===== src/rtl/alu8_op_responder.sv =====
// Handshaked unsigned ALU responder: single-cycle logic/arith ops plus
// iterative shift-add multiply and restoring divide, one op in flight.
module alu8_op_responder #(
  parameter int DATA_W = 8
) (
  input  logic                  clk,
  input  logic                  reset,
  input  logic                  req_valid,
  output logic                  req_ready,
  input  logic [3:0]            op,
  input  logic [DATA_W-1:0]     u_a,
  input  logic [DATA_W-1:0]     u_b,
  output logic                  resp_valid,
  input  logic                  resp_ready,
  output logic [2*DATA_W-1:0]   u_result,
  output logic                  borrow,
  output logic                  err
);

  localparam int CNT_W = $clog2(DATA_W + 1);
  localparam logic [CNT_W-1:0] CNT_LAST = CNT_W'(DATA_W);

  localparam logic [3:0] OP_AND = 4'b0000;
  localparam logic [3:0] OP_OR  = 4'b0001;
  localparam logic [3:0] OP_XOR = 4'b0010;
  localparam logic [3:0] OP_NOT = 4'b0011;
  localparam logic [3:0] OP_EQ  = 4'b0100;
  localparam logic [3:0] OP_GT  = 4'b0101;
  localparam logic [3:0] OP_LT  = 4'b0110;
  localparam logic [3:0] OP_ADD = 4'b1000;
  localparam logic [3:0] OP_SUB = 4'b1001;
  localparam logic [3:0] OP_DIV = 4'b1010;
  localparam logic [3:0] OP_MUL = 4'b1011;

  typedef enum logic [1:0] {IDLE, CALC, DONE} state_t;

  state_t                state_q, state_d;
  logic [CNT_W-1:0]      cnt_q, cnt_d;
  logic                  mul_q, mul_d;
  logic [DATA_W-1:0]     a_q, a_d;
  logic [DATA_W-1:0]     b_q, b_d;
  logic [DATA_W:0]       hi_q, hi_d;
  logic [DATA_W-1:0]     lo_q, lo_d;
  logic [2*DATA_W-1:0]   result_q, result_d;
  logic                  borrow_q, borrow_d;
  logic                  err_q, err_d;

  logic [2*DATA_W-1:0]   sc_result;
  logic                  sc_borrow;
  logic                  sc_err;
  logic                  is_iter;
  logic [DATA_W:0]       sum_ab;
  logic [DATA_W:0]       mul_sum;
  logic [DATA_W:0]       rem_sh;
  logic [DATA_W:0]       div_diff;
  logic                  div_ge;

  assign is_iter  = (op == OP_MUL) || ((op == OP_DIV) && (u_b != '0));
  assign sum_ab   = {1'b0, u_a} + {1'b0, u_b};
  // hi_q never exceeds DATA_W bits between multiply steps, so the sum cannot overflow
  assign mul_sum  = hi_q + (lo_q[0] ? {1'b0, a_q} : '0);
  assign rem_sh   = {hi_q[DATA_W-1:0], lo_q[DATA_W-1]};
  assign div_ge   = rem_sh >= {1'b0, b_q};
  assign div_diff = rem_sh - {1'b0, b_q};

  always_ff @(posedge clk) begin
    if (reset) begin
      state_q  <= IDLE;
      cnt_q    <= '0;
      mul_q    <= 1'b0;
      a_q      <= '0;
      b_q      <= '0;
      hi_q     <= '0;
      lo_q     <= '0;
      result_q <= '0;
      borrow_q <= 1'b0;
      err_q    <= 1'b0;
    end else begin
      state_q  <= state_d;
      cnt_q    <= cnt_d;
      mul_q    <= mul_d;
      a_q      <= a_d;
      b_q      <= b_d;
      hi_q     <= hi_d;
      lo_q     <= lo_d;
      result_q <= result_d;
      borrow_q <= borrow_d;
      err_q    <= err_d;
    end
  end

  always_comb begin
    state_d = state_q;
    case (state_q)
      IDLE:    if (req_valid) state_d = is_iter ? CALC : DONE;
      CALC:    if (cnt_q == CNT_LAST) state_d = DONE;
      DONE:    if (resp_ready) state_d = IDLE;
      default: state_d = IDLE;
    endcase
  end

  always_comb begin
    sc_result = '0;
    sc_borrow = 1'b0;
    sc_err    = 1'b0;
    case (op)
      OP_AND: sc_result = {{DATA_W{1'b0}}, u_a & u_b};
      OP_OR:  sc_result = {{DATA_W{1'b0}}, u_a | u_b};
      OP_XOR: sc_result = {{DATA_W{1'b0}}, u_a ^ u_b};
      OP_NOT: sc_result = {{DATA_W{1'b0}}, ~u_a};
      OP_EQ:  sc_result = (u_a == u_b) ? '1 : '0;
      OP_GT:  sc_result = (u_a > u_b) ? '1 : '0;
      OP_LT:  sc_result = (u_a < u_b) ? '1 : '0;
      OP_ADD: sc_result = {{(DATA_W-1){1'b0}}, sum_ab};
      OP_SUB: begin
        sc_result = {{DATA_W{1'b0}}, u_a - u_b};
        sc_borrow = u_a < u_b;
      end
      // Only reached on the single-cycle path, i.e. divide by zero
      OP_DIV: begin
        sc_result = {u_a, {DATA_W{1'b1}}};
        sc_err    = 1'b1;
      end
      OP_MUL:  sc_result = '0;
      default: sc_err    = 1'b1;
    endcase
  end

  always_comb begin
    cnt_d    = cnt_q;
    mul_d    = mul_q;
    a_d      = a_q;
    b_d      = b_q;
    hi_d     = hi_q;
    lo_d     = lo_q;
    result_d = result_q;
    borrow_d = borrow_q;
    err_d    = err_q;
    case (state_q)
      IDLE: begin
        if (req_valid) begin
          mul_d = (op == OP_MUL);
          a_d   = u_a;
          b_d   = u_b;
          cnt_d = '0;
          hi_d  = '0;
          lo_d  = (op == OP_MUL) ? u_b : u_a;
          if (!is_iter) begin
            result_d = sc_result;
            borrow_d = sc_borrow;
            err_d    = sc_err;
          end
        end
      end
      CALC: begin
        if (cnt_q != CNT_LAST) begin
          cnt_d = cnt_q + CNT_W'(1);
          if (mul_q) begin
            {hi_d, lo_d} = {1'b0, mul_sum, lo_q[DATA_W-1:1]};
          end else begin
            hi_d = div_ge ? div_diff : rem_sh;
            lo_d = {lo_q[DATA_W-2:0], div_ge};
          end
        end else begin
          result_d = {hi_q[DATA_W-1:0], lo_q};
          borrow_d = 1'b0;
          err_d    = 1'b0;
        end
      end
      default: ;
    endcase
  end

  always_comb begin
    req_ready  = (state_q == IDLE);
    resp_valid = (state_q == DONE);
    u_result   = result_q;
    borrow     = borrow_q;
    err        = err_q;
  end

endmodule

===== config.mk =====
export PLATFORM = sky130hd
export DESIGN_NAME = alu8_op_responder
export DESIGN_NICKNAME = d
export VERILOG_FILES = /design/src/rtl/alu8_op_responder.sv
export SDC_FILE = /design/constraint.sdc
export NUM_CORES = 1
export LEC_CHECK = 0
export CORE_ASPECT_RATIO = 2
export CORE_UTILIZATION = 35
export CTS_CLUSTER_SIZE = 24
export DETAILED_ROUTE_END_ITERATION = 10
export DONT_BUFFER_PORTS = 1
export PLACE_DENSITY_LB_ADDON = 0.2
export SYNTH_ARGS = -nofsm -noshare
export SYNTH_HDL_FRONTEND = slang
export SYNTH_SLANG_ARGS = --single-unit

===== constraint.sdc =====
create_clock -name clk -period 7.4 [get_ports clk]
set_input_delay 1.85 -clock clk [delete_from_list [all_inputs] [get_ports clk]]
set_output_delay 1.85 -clock clk [all_outputs]
set_load 0.005 [all_outputs]

==> run_results.csv <==
group,metric,value,unit
clocking,clk_latency,330,ps
clocking,post-cts-setup-buffer-count,0,
final_layout,multi_input_area,3550,sq um
sta,timing.final.max_slew_violations,0,
final_layout,n_fill_cell,1532,
sta,finalCriticalPeriod,4230,ps
die,dieArea,15000,sq um
die,row_count,61,
sta,slew_headroom,32.6,%
setup_path,critical_path_class,"in -> reg",
setup_path,regToRegSetupSlack,4490,ps
status,status,"complete, no violations",
worst_hold_path,min_from,"a_q[2]",
synthesis,synth_top_area_cell,"dfxtp_1",
sta,fin_skew,5.58,ps
global_route,grt_usage,23.3,%
final_layout,fin_area,5440,sq um
sta,fin_crit_sh,57.1,%
synthesis,synth_top_family_by_area,"compound AO/OA/AOI/OAI gates",
final_layout,antennaDiodeCount,0,
power,ir_drop,0.000131,V
clocking,cts_hold_buf,0,
placement,port_buffers,0,
synthesis,ys_seq_area_share,22.9,%
setup_path,end_kind,"register",
power,cellPowerDensity,174,nW/um^2
routing,drt_pre_antenna_iters,5,
routing,detail-route-antenna-nets,0,
clocking,cts_root_buf,"clkbuf_16",
routing,drt_iter0_drc,265,
setup_path,r2r_start,"state_q[0]",
routing,routed_wl,16700,um
routing,drc,0,
power,power_leakage,0.00219,uW
placement,dpl-instance-area,5170,sq um
final_layout,syn_to_final_growth,7.38,%
synthesis,synth_cells,672,
sta,grt_setup_unrepaired,"false",
final_layout,nets,724,
final_layout,drive_gt1_share,6.87,%
synthesis,synth_nets,746,
setup_path,arrival,4380,ps
global_route,antenna_found_initial,0,
die,die_x,87.1,um
synthesis,yosys_warnings,0,
synthesis,yosys.area.top_type_share,22.9,%
final_layout,fin_util,38.8,%
routing,vias,4808,
placement,dpl.hpwl,13300,um
routing,vias_per_cell,5.70,
synthesis,ys_types,70,
flow_run,drv_cap,0,
global_route,grt_max_degree,56,
die,initial_utilization,36.1,%
synthesis,syn_avg_cell_area,7.54,sq um
clocking,post_cts_resized,0,
setup_path,r2r_cells,7,
worst_hold_path,hold_class,"reg -> reg",
clocking,cts_tree,"yes",
sta,max_freq,237,MHz
synthesis,yosys.area_share.simple,21.7,%
clocking,clock_sinks,58,
synthesis,yosys_most_used_dff,"dfxtp_1",
synthesis,async_flop_share,0,%
final_layout,seqCellArea,1160,sq um
synthesis,synth-edff-count,0,
routing,wl_per_cell,19.8,um
sta,finalSetupTns,0,ps
synthesis,syn_area,5070,sq um
worst_hold_path,holdPathEnd,"a_q[2]",
synthesis,yosys.area_share.adder,12.9,%
global_route,grt_pass1_wl,26100,um
synthesis,synth-compound-area-share,26.4,%
die,coreArea,14000,sq um
synthesis,synthTopCellsByCount,"a21oi_1 (85), nand2_1 (84), dfxtp_1 (58), nor2_1 (53), inv_1 (51)",
synthesis,ys_ff_latch,58,
synthesis,yosys.area_share.xor_xnor,1.90,%
global_route,grt_pass1_vias,4883,
synthesis,netlist_top_cells_area,"dfxtp_1 (23%), ha_1 (11%), a21oi_1 (8.4%), nand2_1 (6.2%), mux2i_1 (4.5%)",
synthesis,muxShareOfSynthArea,6.99,%
die,die_h,172,um
global_route,grt.overflow.total,0,
clocking,path_clk_slew,50,ps
sta,worst_pin_slew,1000,ps
synthesis,post-synth-top-count-cell,"a21oi_1",
clocking,htreeDepth,3,
sta,setup_viol,0,
clocking,cts_inserted_buffers,9,
setup_path,crit_start,"u_a[0]",
clocking,clk_path_buf_depth,2,
placement,gp_congestion,0.886,
setup_path,startpoint_type,"primary input",
die,ios,44,
worst_hold_path,hold_depth,2,
setup_path,crit_required,7550,ps
sta,hold_violations,0,
setup_path,crit-reg2reg-capture,"hi_q[5]",
setup_path,crit_fanout,8,
[layer usage]
layer / global-route usage [%] / routed length [um] / vias to the layer above
li1: - / - / 2358
met1: 20.9 / 5570 / 2269
met2: 45.3 / 9290 / 129
met3: 3.01 / 576 / 52
met4: 17.9 / 1280 / 0
met5: 0 / 0 / -
[how the worst max path moves through the flow]
stage / cells past startpoint / endpoint
5_1_grt: 9 / u_result[14]
3_3_place_gp: 9 / u_result[15]
2_1_floorplan: 9 / u_result[15]
3_5_place_dp: 9 / u_result[14]
6_report: 9 / u_result[11]
4_1_cts: 9 / u_result[14]
[logic make-up after synthesis]
| family | after synthesis |
|---|---|
| simple gates | 230 |
| compound gates | 204 |
| buf+inv | 89 |
| flops | 58 |
| fa+ha+maj | 50 |
| mux | 30 |
| xor+xnor | 11 |
[layout make-up]
class	instances	area share (%)
sequential	58	21.3
clock inverter	5	0.552
clock buffer	11	4.46
timing repair buffer	4	0.552
inverter	52	3.59
tap	189	4.34
multi-input combinational	525	65.2
[critical path, stage by stage]
cell and delay [ps]:
inv_1 30, ha_1 220, fa_1 430, nor3_1 380, o31ai_2 150, a41oi_1 240, nor3_1 70, nor3_1 800
a311oi_1 190
[flip-flops by register name, summed over array words and instances, names as in the netlist, 2 cells and up]
name,count
a_q,8
lo_q,8
state_q,2
b_q,8
u_result,16
hi_q,9
cnt_q,4
[placed cells by master, fill, tap and decap left out, types with 4 or more instances in the layout]
| master | n |
|---|---|
| nand4_1 | 5 |
| inv_1 | 51 |
| nor2b_1 | 12 |
| o31ai_1 | 6 |
| ha_1 | 46 |
| a211o_1 | 4 |
| xor2_1 | 5 |
| dfxtp_1 | 58 |
| nand3_1 | 11 |
| nand2_1 | 84 |
| clkbuf_16 | 9 |
| nor3_1 | 13 |
| o22ai_1 | 7 |
| or4_1 | 4 |
| mux4_2 | 4 |
| a221o_1 | 5 |
| buf_4 | 4 |
| or3_1 | 6 |
| nor2_1 | 53 |
| a211oi_2 | 4 |
| xnor2_1 | 6 |
| mux2i_1 | 23 |
| a311oi_1 | 8 |
| nand2b_1 | 10 |
| nor4_1 | 7 |
| a31oi_1 | 6 |
| and2_1 | 11 |
| o211ai_1 | 8 |
| a21oi_1 | 85 |
| o21ai_0 | 26 |
| fa_1 | 4 |
[metrics by stage]
| step | std cells | setup WS (ps) | hold WS (ps) | total power, uW |
|---|---|---|---|---|
| after floorplan | 672 | 3360 | 432 | 526 |
| after global placement | 828 | 2900 | 432 | 571 |
| after detailed placement | 828 | 2870 | 437 | 573 |
| after CTS | 844 | 3210 | 444 | 953 |
| after global routing | 844 | 2950 | 460 | 988 |
| final | 844 | 3170 | 441 | 949 |
[report_power, final]
group	switching, uW	leakage (uW)	internal [uW]
sequential	17.4	0.000473	329
clock	148	0.000131	234
combinational	133	0.00158	88.5
Note: power is estimated with default switching activity, not from simulation.
